### src/rtl/kyber_bram_pkg.sv
// Shared constants and FSM state types for the host-side Kyber BRAM bridge.
// Line offsets/counts describe the layout of the core's input/output BRAMs.
package kyber_bram_pkg;
  localparam int LANES = 4;

  localparam int PK_OFF   = 0;
  localparam int M_OFF    = 50;
  localparam int COIN_OFF = 52;
  localparam int SK_OFF   = 54;
  localparam int C_OFF    = 102;

  localparam int PK_LINES   = 50;
  localparam int M_LINES    = 2;
  localparam int COIN_LINES = 2;
  localparam int SK_LINES   = 48;
  localparam int C_LINES    = 48;

  typedef enum logic {L_IDLE, L_FILL} load_state_t;
  typedef enum logic [1:0] {D_IDLE, D_REQ, D_WAIT, D_EMIT} drain_state_t;
endpackage

### src/rtl/kyber_host_bram_bridge_if.sv
// Host stream + BRAM port bundle. slave = bridge side, master = host/BRAM side.
interface kyber_host_bram_bridge_if #(
  parameter int ADDR_W = 8,
  parameter int LINE_W = 128,
  parameter int WORD_W = 32
);
  logic                ld_start;
  logic [ADDR_W-1:0]   ld_base;
  logic [ADDR_W-1:0]   ld_lines;
  logic [WORD_W-1:0]   ld_data;
  logic                ld_valid;
  logic                ld_ready;
  logic                ld_done;
  logic [ADDR_W-1:0]   addr_wr;
  logic                en_wr;
  logic [LINE_W/8-1:0] we_wr;
  logic [LINE_W-1:0]   wrdata_wr;

  logic                dr_start;
  logic [ADDR_W-1:0]   dr_base;
  logic [ADDR_W-1:0]   dr_lines;
  logic [WORD_W-1:0]   dr_data;
  logic                dr_valid;
  logic                dr_ready;
  logic                dr_done;
  logic [ADDR_W-1:0]   addr_rd;
  logic                en_rd;
  logic [LINE_W-1:0]   rddata_rd;

  modport slave (
    input  ld_start, ld_base, ld_lines, ld_data, ld_valid,
    output ld_ready, ld_done, addr_wr, en_wr, we_wr, wrdata_wr,
    input  dr_start, dr_base, dr_lines, dr_ready, rddata_rd,
    output dr_data, dr_valid, dr_done, addr_rd, en_rd
  );

  modport master (
    output ld_start, ld_base, ld_lines, ld_data, ld_valid,
    input  ld_ready, ld_done, addr_wr, en_wr, we_wr, wrdata_wr,
    output dr_start, dr_base, dr_lines, dr_ready, rddata_rd,
    input  dr_data, dr_valid, dr_done, addr_rd, en_rd
  );
endinterface

### src/rtl/kyber_bram_drain.sv
// Drain channel: reads output-BRAM lines and emits them as a word stream,
// low lane first, holding each word until the consumer takes it.
module kyber_bram_drain
  import kyber_bram_pkg::*;
#(
  parameter int ADDR_W = 8,
  parameter int LINE_W = 128,
  parameter int WORD_W = 32,
  parameter int RD_LAT = 1
) (
  input  logic              clk,
  input  logic              rst_n,
  input  logic              start,
  input  logic [ADDR_W-1:0] base,
  input  logic [ADDR_W-1:0] lines,
  output logic [WORD_W-1:0] data,
  output logic              valid,
  input  logic              ready,
  output logic              done,
  output logic [ADDR_W-1:0] addr_rd,
  output logic              en_rd,
  input  logic [LINE_W-1:0] rddata_rd
);
  localparam int NL = LINE_W / WORD_W;
  localparam int LW = (NL > 1) ? $clog2(NL) : 1;

  drain_state_t state, state_nx;
  logic [ADDR_W-1:0] base_q, lines_q, line_q;
  logic [LW-1:0] lane_q;
  logic [NL-1:0][WORD_W-1:0] line_buf;
  // vld_pipe[k] marks the k-th cycle after the read request; [RD_LAT] is the capture cycle
  logic [RD_LAT:1] vld_pipe;
  logic fire, lane_last, line_last;

  assign lane_last = (lane_q == LW'(NL - 1));
  assign line_last = (line_q == lines_q - ADDR_W'(1));
  assign fire      = valid & ready;

  always_comb begin
    state_nx = state;
    valid    = 1'b0;
    en_rd    = 1'b0;
    addr_rd  = '0;
    data     = '0;
    case (state)
      D_IDLE: if (start && lines != '0) state_nx = D_REQ;
      D_REQ: begin
        en_rd    = 1'b1;
        addr_rd  = base_q + line_q;
        state_nx = D_WAIT;
      end
      D_WAIT: if (vld_pipe[RD_LAT]) state_nx = D_EMIT;
      D_EMIT: begin
        valid = 1'b1;
        data  = line_buf[lane_q];
        if (ready && lane_last) state_nx = line_last ? D_IDLE : D_REQ;
      end
      default: state_nx = D_IDLE;
    endcase
  end

  always_ff @(posedge clk or negedge rst_n) begin
    if (!rst_n) begin
      state    <= D_IDLE;
      base_q   <= '0;
      lines_q  <= '0;
      line_q   <= '0;
      lane_q   <= '0;
      line_buf <= '0;
      vld_pipe <= '0;
      done     <= 1'b0;
    end else begin
      state       <= state_nx;
      done        <= 1'b0;
      vld_pipe[1] <= en_rd;
      for (int k = 2; k <= RD_LAT; k++) vld_pipe[k] <= vld_pipe[k-1];
      if (state == D_IDLE && start) begin
        base_q  <= base;
        lines_q <= lines;
        line_q  <= '0;
        lane_q  <= '0;
        if (lines == '0) done <= 1'b1;
      end
      if (vld_pipe[RD_LAT]) line_buf <= rddata_rd;
      if (fire) begin
        lane_q <= lane_q + LW'(1);
        if (lane_last) begin
          line_q <= line_q + ADDR_W'(1);
          if (line_last) done <= 1'b1;
        end
      end
    end
  end
endmodule

### src/rtl/kyber_host_bram_bridge.sv
// Host <-> Kyber BRAM bridge: packs 32-bit words into 128-bit input-BRAM line
// writes (load) and unpacks output-BRAM lines into words (drain, sub-module).
module kyber_host_bram_bridge
  import kyber_bram_pkg::*;
#(
  parameter int ADDR_W = 8,
  parameter int LINE_W = 128,
  parameter int WORD_W = 32,
  parameter int RD_LAT = 1
) (
  input logic reg_clk,
  input logic reg_rst_n,
  kyber_host_bram_bridge_if.slave bus
);
  localparam int NL = LINE_W / WORD_W;
  localparam int LW = (NL > 1) ? $clog2(NL) : 1;

  load_state_t l_state, l_state_nx;
  logic [ADDR_W-1:0] l_base, l_lines, l_line;
  logic [LW-1:0] l_lane;
  logic [NL-1:0][WORD_W-1:0] l_buf, l_word;
  logic l_fire, l_lane_last, l_line_last, l_wr_last;

  assign l_fire      = bus.ld_valid & (l_state == L_FILL);
  assign l_lane_last = (l_lane == LW'(NL - 1));
  assign l_line_last = (l_line == l_lines - ADDR_W'(1));

  // Line being assembled with the incoming word merged into its lane
  for (genvar i = 0; i < NL; i++) begin : g_lane
    assign l_word[i] = (l_lane == LW'(i)) ? bus.ld_data : l_buf[i];
  end

  always_comb begin
    l_state_nx   = l_state;
    bus.ld_ready = 1'b0;
    case (l_state)
      L_IDLE: if (bus.ld_start && bus.ld_lines != '0) l_state_nx = L_FILL;
      L_FILL: begin
        bus.ld_ready = 1'b1;
        if (l_fire && l_lane_last && l_line_last) l_state_nx = L_IDLE;
      end
      default: l_state_nx = L_IDLE;
    endcase
  end

  // Write port is registered; done trails the final write by one cycle
  always_ff @(posedge reg_clk or negedge reg_rst_n) begin
    if (!reg_rst_n) begin
      l_state       <= L_IDLE;
      l_base        <= '0;
      l_lines       <= '0;
      l_line        <= '0;
      l_lane        <= '0;
      l_buf         <= '0;
      l_wr_last     <= 1'b0;
      bus.en_wr     <= 1'b0;
      bus.we_wr     <= '0;
      bus.addr_wr   <= '0;
      bus.wrdata_wr <= '0;
      bus.ld_done   <= 1'b0;
    end else begin
      l_state     <= l_state_nx;
      bus.en_wr   <= 1'b0;
      bus.we_wr   <= '0;
      l_wr_last   <= 1'b0;
      bus.ld_done <= l_wr_last;
      if (l_state == L_IDLE && bus.ld_start) begin
        l_base  <= bus.ld_base;
        l_lines <= bus.ld_lines;
        l_line  <= '0;
        l_lane  <= '0;
        if (bus.ld_lines == '0) bus.ld_done <= 1'b1;
      end
      if (l_fire) begin
        l_buf  <= l_word;
        l_lane <= l_lane + LW'(1);
        if (l_lane_last) begin
          bus.en_wr     <= 1'b1;
          bus.we_wr     <= '1;
          bus.addr_wr   <= l_base + l_line;
          bus.wrdata_wr <= l_word;
          l_line        <= l_line + ADDR_W'(1);
          l_wr_last     <= l_line_last;
        end
      end
    end
  end

  kyber_bram_drain #(
    .ADDR_W(ADDR_W), .LINE_W(LINE_W), .WORD_W(WORD_W), .RD_LAT(RD_LAT)
  ) u_drain (
    .clk      (reg_clk),
    .rst_n    (reg_rst_n),
    .start    (bus.dr_start),
    .base     (bus.dr_base),
    .lines    (bus.dr_lines),
    .data     (bus.dr_data),
    .valid    (bus.dr_valid),
    .ready    (bus.dr_ready),
    .done     (bus.dr_done),
    .addr_rd  (bus.addr_rd),
    .en_rd    (bus.en_rd),
    .rddata_rd(bus.rddata_rd)
  );
endmodule

### src/flat_wrapper.sv
// flat-port wrapper written by rule: the top's interface ports become plain ports
module kyber_host_bram_bridge_flat import kyber_bram_pkg::*;
#(
  parameter int ADDR_W = 8,
  parameter int LINE_W = 128,
  parameter int WORD_W = 32,
  parameter int RD_LAT = 1
)
  (reg_clk, reg_rst_n, bus_ld_start, bus_ld_base, bus_ld_lines, bus_ld_data, bus_ld_valid, bus_ld_ready, bus_ld_done, bus_addr_wr, bus_en_wr, bus_we_wr, bus_wrdata_wr, bus_dr_start, bus_dr_base, bus_dr_lines, bus_dr_ready, bus_rddata_rd, bus_dr_data, bus_dr_valid, bus_dr_done, bus_addr_rd, bus_en_rd);
  kyber_host_bram_bridge_if #(.ADDR_W(ADDR_W), .LINE_W(LINE_W), .WORD_W(WORD_W)) bus_i ();
  input logic reg_clk;
  input logic reg_rst_n;
  input wire logic [$bits(bus_i.ld_start)-1:0] bus_ld_start;
  input wire logic [$bits(bus_i.ld_base)-1:0] bus_ld_base;
  input wire logic [$bits(bus_i.ld_lines)-1:0] bus_ld_lines;
  input wire logic [$bits(bus_i.ld_data)-1:0] bus_ld_data;
  input wire logic [$bits(bus_i.ld_valid)-1:0] bus_ld_valid;
  output wire logic [$bits(bus_i.ld_ready)-1:0] bus_ld_ready;
  output wire logic [$bits(bus_i.ld_done)-1:0] bus_ld_done;
  output wire logic [$bits(bus_i.addr_wr)-1:0] bus_addr_wr;
  output wire logic [$bits(bus_i.en_wr)-1:0] bus_en_wr;
  output wire logic [$bits(bus_i.we_wr)-1:0] bus_we_wr;
  output wire logic [$bits(bus_i.wrdata_wr)-1:0] bus_wrdata_wr;
  input wire logic [$bits(bus_i.dr_start)-1:0] bus_dr_start;
  input wire logic [$bits(bus_i.dr_base)-1:0] bus_dr_base;
  input wire logic [$bits(bus_i.dr_lines)-1:0] bus_dr_lines;
  input wire logic [$bits(bus_i.dr_ready)-1:0] bus_dr_ready;
  input wire logic [$bits(bus_i.rddata_rd)-1:0] bus_rddata_rd;
  output wire logic [$bits(bus_i.dr_data)-1:0] bus_dr_data;
  output wire logic [$bits(bus_i.dr_valid)-1:0] bus_dr_valid;
  output wire logic [$bits(bus_i.dr_done)-1:0] bus_dr_done;
  output wire logic [$bits(bus_i.addr_rd)-1:0] bus_addr_rd;
  output wire logic [$bits(bus_i.en_rd)-1:0] bus_en_rd;
  assign bus_i.ld_start = bus_ld_start;
  assign bus_i.ld_base = bus_ld_base;
  assign bus_i.ld_lines = bus_ld_lines;
  assign bus_i.ld_data = bus_ld_data;
  assign bus_i.ld_valid = bus_ld_valid;
  assign bus_ld_ready = bus_i.ld_ready;
  assign bus_ld_done = bus_i.ld_done;
  assign bus_addr_wr = bus_i.addr_wr;
  assign bus_en_wr = bus_i.en_wr;
  assign bus_we_wr = bus_i.we_wr;
  assign bus_wrdata_wr = bus_i.wrdata_wr;
  assign bus_i.dr_start = bus_dr_start;
  assign bus_i.dr_base = bus_dr_base;
  assign bus_i.dr_lines = bus_dr_lines;
  assign bus_i.dr_ready = bus_dr_ready;
  assign bus_i.rddata_rd = bus_rddata_rd;
  assign bus_dr_data = bus_i.dr_data;
  assign bus_dr_valid = bus_i.dr_valid;
  assign bus_dr_done = bus_i.dr_done;
  assign bus_addr_rd = bus_i.addr_rd;
  assign bus_en_rd = bus_i.en_rd;
  kyber_host_bram_bridge #(.ADDR_W(ADDR_W), .LINE_W(LINE_W), .WORD_W(WORD_W), .RD_LAT(RD_LAT)) u_core (.reg_clk(reg_clk), .reg_rst_n(reg_rst_n), .bus(bus_i));
endmodule
### config.mk
export PLATFORM = sky130hd
export DESIGN_NAME = kyber_host_bram_bridge_flat
export DESIGN_NICKNAME = d
export VERILOG_FILES = /design/src/rtl/kyber_bram_pkg.sv /design/src/rtl/kyber_host_bram_bridge_if.sv /design/src/rtl/kyber_bram_drain.sv /design/src/rtl/kyber_host_bram_bridge.sv /design/src/flat_wrapper.sv
export SDC_FILE = /design/constraint.sdc
export NUM_CORES = 1
export LEC_CHECK = 0
export ABC_AREA = 0
export CAP_MARGIN = 20
export CORE_ASPECT_RATIO = 0.6
export CORE_MARGIN = 4
export CORE_UTILIZATION = 51
export DETAILED_ROUTE_END_ITERATION = 7
export GPL_ROUTABILITY_DRIVEN = 0
export PLACE_DENSITY = 0.8
export SLEW_MARGIN = 20
export SYNTH_ARGS = -nofsm -noshare
export SYNTH_HDL_FRONTEND = slang
export SYNTH_SLANG_ARGS = --single-unit
### constraint.sdc
create_clock -name reg_clk -period 3.5 [get_ports reg_clk]
set_clock_uncertainty 0.1 [all_clocks]
set_input_delay 0.875 -clock reg_clk [delete_from_list [all_inputs] [get_ports reg_clk]]
set_output_delay 0.875 -clock reg_clk [all_outputs]
set_load 0.02 [all_outputs]
==> metrics, run 1 <==
status=completed; DR WL/cell=20.6 µm; Synthesis Warnings=0; DRC viols=0; dpl cells=2334; final count of negative-setup-slack endpoints=0; Yosys cell types=52; Final Hold Fails=0; Final Non-Filler Cells=2414; DR vias/cell=~5.4; top post-synthesis cells by area=dfrtp_1 56%, mux2_2 14%, nand2_1 5.3%, mux2i_1 5.2%, mux4_2 3.8%; Worst Reg2Reg Path Length in Cells=6; Setup CP Type=register to primary output; fin. max-slew vios=0; pin count of the biggest net entering global routing=between 200 and 250; RSZ-0062 raised after global routing=true; Die W=256 µm; minimum clock period=3.48 ns; crit path from=u_core.u_drain.base_q[0]$_DFFE_PN0P_; Fillers=2578; Clock transition at path regs=approximately 0.060 ns; hold_ws=0.226 ns; nets=between 2000 and 2500; reg-to-reg slack, setup=1.06 ns; crit end category=primary output; ANT nets after route=0; Starting Density=0.517; post-synth top area share=0.558; CP Cell Sequence=ha_2 -> fa_2 -> a21o_1 -> a21o_1 -> a21oi_2 -> mux2i_1 -> a311o_1 -> buf_6; dominant synthesized flop cell=dfrtp_1; layout overhead on the synthesized area=31.4%; Die H=roughly 160 µm; Worst Setup Start Kind=register; Slew @ Worst Pin=0.896 ns; most common cell after layout, fill and taps aside=dfrtp_1; iteration-0 DRC count of the detailed router=slightly below 800; Post-synth EDFFs=0; Site Rows=54; Cell Area, Synth=18800 µm²; Worst Path Max Fanout=2; most frequent cells in the layout=418 x dfrtp_1, 373 x clkdlybuf4s50_1, 267 x nand2_1; reg2reg start=u_core.l_state$_DFF_PN0_; Worst Path Arrival=about 2.5 ns; CTS Sinks=420; HP Class=input port to asynchronous set/reset pin; first-pass GRT wire length=roughly 78 mm; final clock period utilization by the worst path=0.995; share of flip-flops with an asynchronous set or reset=1.00; Max Fclk=287 MHz; initial antenna violation count=5; biggest area consumer among synthesized cells=dfrtp_1; Longest Clk Path Bufs=3; drt pass-1 iters=5; critical path's slowest cell=dfrtp_1; clk_lat worst skew=around 0.52 ns; Max-slew headroom=0.401; CTS tree=done; pwr/cell area=721 nW/µm²; total track usage=0.243; H-tree Lvls=2; final WL=roughly 50 mm; critical path's most frequent cell=a21o_1; Syn Area/Cell=12.3 µm²; Post-CTS Hold Buffers=0; CTS root buf=clkbuf_16; syn nets=1759; PnR Total Power=about 18 mW; Syn Inst Count=1532; core area=36400 µm²; Yosys reg bits=420; share of cells above drive strength 1=0.206; slowest stage delay, CP=0.38 ns; Worst EP required=2.52 ns; GRT overflow=0; Max Cap Viol=0; maximum vdd drop=0.577 mV; die area=40200 µm²; IO Pins=~400; Inserted Clock Buffers=40; reg-to-reg endpoint=u_core.l_line[7]$_DFF_PN0_; port buffer count=395; vias in the first global route=roughly 14000; post-synthesis sequential area ratio=0.558; via count=13100; DPL Wire Length=roughly 35 mm; Leak=about 12 nW
==> sequential cells by signal, summed over array words and instances, names as in the netlist <==
name / cells
u_core.bus.wrdata_wr: 128
u_core.u_drain.line_buf: 128
u_core.l_buf: 96
u_core.bus.addr_wr: 8
u_core.l_base: 8
u_core.l_line: 8
u_core.l_lines: 8
u_core.u_drain.base_q: 8
u_core.u_drain.line_q: 8
u_core.u_drain.lines_q: 8
u_core.l_lane: 2
u_core.u_drain.lane_q: 2
u_core.u_drain.state: 2
u_core.bus.ld_done: 1
u_core.bus.we_wr: 1
u_core.l_state: 1
u_core.l_wr_last: 1
u_core.u_drain.done: 1
u_core.u_drain.vld_pipe: 1
==> metrics by stage <==
| stage | TNS (ns) | area, µm² | setup slack, ns | util |
|---|---|---|---|---|
| after floorplan | 0 | 18800 | 0.429 | - |
| after global placement | -0.0362 | 23300 | -0.0282 | 0.640 |
| after detailed placement | -0.0230 | 23300 | -0.0230 | 0.640 |
| after CTS | -0.159 | 24700 | -0.159 | 0.677 |
| after global routing | -0.187 | 24800 | -0.112 | 0.680 |
| final | 0 | 24800 | 0.0180 | 0.680 |
==> layer usage <==
metal  vias up  wire [µm]  GRT usage  share of wire
met4         0       1940     0.0950          0.039
met3       107       1730     0.0376          0.035
met2       306      24700      0.410           0.50
met1      6652      21400      0.323           0.43
li1       6069          -          -              -
met5         -          0          0              0
==> cells in the mapped netlist, types with 4 or more instances <==
library cell / instances
ha_1: 27
and2_1: 38
xnor2_1: 27
inv_1: 16
o31ai_1: 6
buf_4: 17
a21oi_1: 9
xor2_1: 13
nor4_1: 6
mux2i_1: 97
mux2_2: 240
buf_2: 41
o21ai_0: 127
nand3_1: 24
nor3b_1: 4
nor2_1: 15
mux4_2: 32
nor2b_1: 4
buf_1: 13
nand2_1: 267
nand4_1: 7
clkbuf_1: 34
o211ai_1: 4
dfrtp_1: 420
==> power by group <==
part,switching (mW),internal (mW)
logic,3.25,3.04
clock network,1.83,2.60
registers,0.871,6.25
total,5.96,11.9
==> cell families (layout without fill, tap and decap cells) <==
| logic type | count (synthesis) | count (layout) | synth area share |
|---|---|---|---|
| muxes | 369 | 369 | 0.233 |
| DFF | 420 | 420 | 0.558 |
| other | 0 | 5 | 0 |
| AOI/OAI and AO/OA | 166 | 166 | 0.0487 |
| and+or+nand+nor | 385 | 385 | 0.0906 |
| adders and majority gates | 29 | 29 | 0.0201 |
| buffers and inverters | 123 | 524 | 0.0310 |
| xor gates and xnor gates | 40 | 40 | 0.0186 |
==> worst max path at each step <==
| stage | to | slack, ns | cells past startpoint |
|---|---|---|---|
| after floorplan | bus_addr_rd[6] | 0.43 | 7 |
| after global placement | bus_addr_rd[6] | -0.03 | 8 |
| after detailed placement | bus_addr_rd[6] | -0.02 | 8 |
| after CTS | bus_addr_rd[7] | -0.16 | 7 |
| after global routing | bus_addr_rd[6] | -0.11 | 8 |
| final | bus_addr_rd[6] | 0.02 | 8 |
==> critical path: cells and delay by family (launching register included) <==
kind            cells  cell delay, ns
buf+inv             1            0.14
mux                 1            0.09
fa+ha+maj           2            0.56
compound gates      4            0.80
flops               1            0.38
==> final cells by class <==
cell class / count / area, µm² / area share
diodes: 5 / 12.5 / 0.000505
clock buffers: 61 / 1210 / 0.0489
clock inverters: 9 / 123 / 0.00495
inverters: 17 / 63.8 / 0.00258
multi-input cells: 989 / 7790 / 0.315
flip-flops and latches: 420 / 10500 / 0.425
well taps: 476 / 596 / 0.0241
repair buffers: 437 / 4450 / 0.180
==> repair_timing <==
item,CTS,global route
gates resized for setup,17,26
gates cloned,0,1
pin swaps,4,7
buffers inserted,2,2
endpoints found under the setup margin,32,18
(Power assumes the default switching activity.)
==> run 2, diff against run 1 <==
--- a/config.mk
+++ b/config.mk
@@ -16,4 +16,5 @@
 export SLEW_MARGIN = 20
 export SYNTH_ARGS = -nofsm -noshare
 export SYNTH_HDL_FRONTEND = slang
+export SYNTH_HIERARCHICAL = 1
 export SYNTH_SLANG_ARGS = --single-unit
==> metrics, run 2 <==
Final Hold Fails=0; Worst Path Max Fanout=6; Starting Density=0.518; core area=36400 µm²; vias in the first global route=13800; Die H=157 µm; Die W=256 µm; nets=around 2100; Final Non-Filler Cells=2417; via count=13000; Slew @ Worst Pin=0.789 ns; Max Fclk=291 MHz; reg-to-reg slack, setup=1.22 ns; setup ws final=0.0589 ns; Inserted Clock Buffers=41; post-place setup slack=-0.0143 ns; DRC viols=0; Post-synth EDFFs=0; most common cell after layout, fill and taps aside=dfrtp_1; maximum vdd drop=0.620 mV; slowest stage delay, CP=0.53 ns; final WL=50.1 mm; RSZ-0062 raised after global routing=true; drt pass-1 iters=5; initial antenna violation count=2; CP Cell Sequence=buf_4 -> mux4_2 -> and2_1 -> clkdlybuf4s50_1; fin. max-slew vios=0; port buffer count=395; layout overhead on the synthesized area=31.6%; most frequent cells in the layout=417 x dfrtp_1, 369 x clkdlybuf4s50_1, 268 x nand2_1; HP Class=input port to asynchronous set/reset pin; clk_lat worst skew=about 0.55 ns; post-synth top area share=0.557; share of cells above drive strength 1=0.188; pin count of the biggest net entering global routing=~130; reg2reg start=u_core/l_line[0]$_DFF_PN0_; H-tree Lvls=2; final count of negative-setup-slack endpoints=0; Synthesis Warnings=6; Longest Clk Path Bufs=3; dpl cells=2336; final clock period utilization by the worst path=0.983; pwr/cell area=944 nW/µm²; dominant synthesized flop cell=dfrtp_1; DR vias/cell=around 5.4; CTS tree=done; GRT overflow=0; iteration-0 DRC count of the detailed router=between 900 and 1000; minimum clock period=~3.4 ns; Yosys reg bits=420; Worst Path Arrival=about 2.5 ns; Max-slew headroom=0.474; crit path to=bus_dr_data[2]; first-pass GRT wire length=77.7 mm; share of flip-flops with an asynchronous set or reset=1.00; post-synthesis sequential area ratio=0.557; Setup CP Type=register to primary output; DR WL/cell=20.7 µm; critical path's slowest cell=clkdlybuf4s50_1; reg-to-reg endpoint=u_core/bus.addr_wr[6]$_DFFE_PN0P_; Syn Area/Cell=12.3 µm²; Worst Setup Start Kind=register; DPL Wire Length=35.5 mm; Max Cap Viol=0; Syn Inst Count=1534; Yosys cell types=59; Worst Reg2Reg Path Length in Cells=8; status=completed; most frequent cell after synthesis=dfrtp_1; ANT nets after route=0; top flop regs=u_core/bus.wrdata_wr: 128 flops, u_core/u_drain/line_buf: 128 flops, u_core/l_buf: 96 flops; CTS root buf=clkbuf_16; fin util=0.682; top cells by count, synth=420 x dfrtp_1, 268 x nand2_1, 194 x mux2_2; Leak=10.9 nW; Worst EP required=about 2.5 ns; crit end category=primary output; Clock transition at path regs=0.06 ns; Cell Area, Synth=18900 µm²; Site Rows=54; IO Pins=396; CTS Sinks=420; crit path from=u_core/u_drain/lane_q[0]$_DFFE_PN0P_; syn nets=1761; top post-synthesis cells by area=dfrtp_1 56%, mux2_2 12%, nand2_1 5.3%, mux2i_1 5.3%, mux4_2 3.8%; total track usage=0.243; Post-CTS Hold Buffers=0; biggest area consumer among synthesized cells=dfrtp_1; die area=40300 µm²
[run 2: cell count changes in the layout (fill, tap and decap cells not counted), sizes merged, moves of 5 or more]
cell	delta
dlygate4sd2	+13
dlymetal6s2s	-11
nand3	-5
xnor2	-8
[run 2: cells by family (layout without fill, tap and decap cells)]
| family | Yosys count | after routing | share of synthesized area |
|---|---|---|---|
| mux | 374 | 374 | 0.236 |
| simple gates | 386 | 386 | 0.0916 |
| compound gates | 167 | 167 | 0.0504 |
| xor+xnor | 32 | 32 | 0.0148 |
| flops | 420 | 420 | 0.557 |
| buf+inv | 126 | 530 | 0.0308 |
| other cells | 0 | 3 | 0 |
| fa+ha+maj | 29 | 29 | 0.0200 |
[run 2: final cells by class]
class	count	area [µm²]
clock inverter	15	208
tap	476	596
timing repair buffer	437	4400
fill	2615	11600
sequential	420	10500
antenna	3	7.51
multi-input combinational	988	7840
inverter	20	75.1
clock buffer	58	1200
[run 2: what timing repair did]
| action | CTS | global route |
|---|---|---|
| resized for setup | 32 | 15 |
| endpoints found under the setup margin | 36 | 15 |
| pin swaps | 1 | 3 |
| buffers inserted | 2 | 3 |
[run 2: layer usage]
layer | part of all wire | GRT usage | routed length, µm | up-vias
li1 | - | - | - | 6063
met1 | 0.43 | 0.323 | 21400 | 6566
met2 | 0.50 | 0.409 | 24900 | 291
met3 | 0.043 | 0.0460 | 2150 | 99
met4 | 0.034 | 0.0812 | 1700 | 0
met5 | 0 | 0 | 0 | -
[run 2: how the worst min path moves through the flow]
stage	startpoint	to	slack, ns	cells past startpoint
2_1_floorplan	u_core/l_wr_last$_DFF_PN0_	u_core/bus.ld_done$_DFF_PN0_	0.32	1
3_3_place_gp	u_core/l_wr_last$_DFF_PN0_	u_core/bus.ld_done$_DFF_PN0_	0.33	1
6_report	reg_rst_n	u_core/u_drain/base_q[7]$_DFFE_PN0P_	0.23	1
3_5_place_dp	u_core/l_wr_last$_DFF_PN0_	u_core/bus.ld_done$_DFF_PN0_	0.33	1
5_1_grt	reg_rst_n	u_core/u_drain/lines_q[2]$_DFFE_PN0P_	0.27	1
4_1_cts	reg_rst_n	u_core/u_drain/base_q[7]$_DFFE_PN0P_	0.26	1
[run 2: through the flow]
stage	TNS (ns)	hold WS [ns]	area (µm²)	power (mW)
floorplan	0	0.317	18900	14.8
global placement	0	0.330	23400	18.5
detailed placement	-0.0143	0.333	23400	18.9
CTS	-0.0322	0.260	24800	23.6
global route	-0.0960	0.265	24800	24.8
finish	0	0.232	24800	23.4
[run 2: worst max-delay path: cells and delay by family (launching register included)]
| family | cells | cell delay, ns |
|---|---|---|
| buffers and inverters | 2 | 0.74 |
| flip-flops | 1 | 0.52 |
| multiplexers | 1 | 0.50 |
| AND/OR/NAND/NOR | 1 | 0.16 |
[run 2: report_power, final]
group	switching (mW)	internal [mW]	leakage, nW
combinational	4.97	5.23	5.14
clock	1.91	2.70	0.694
sequential	1.48	7.16	5.11
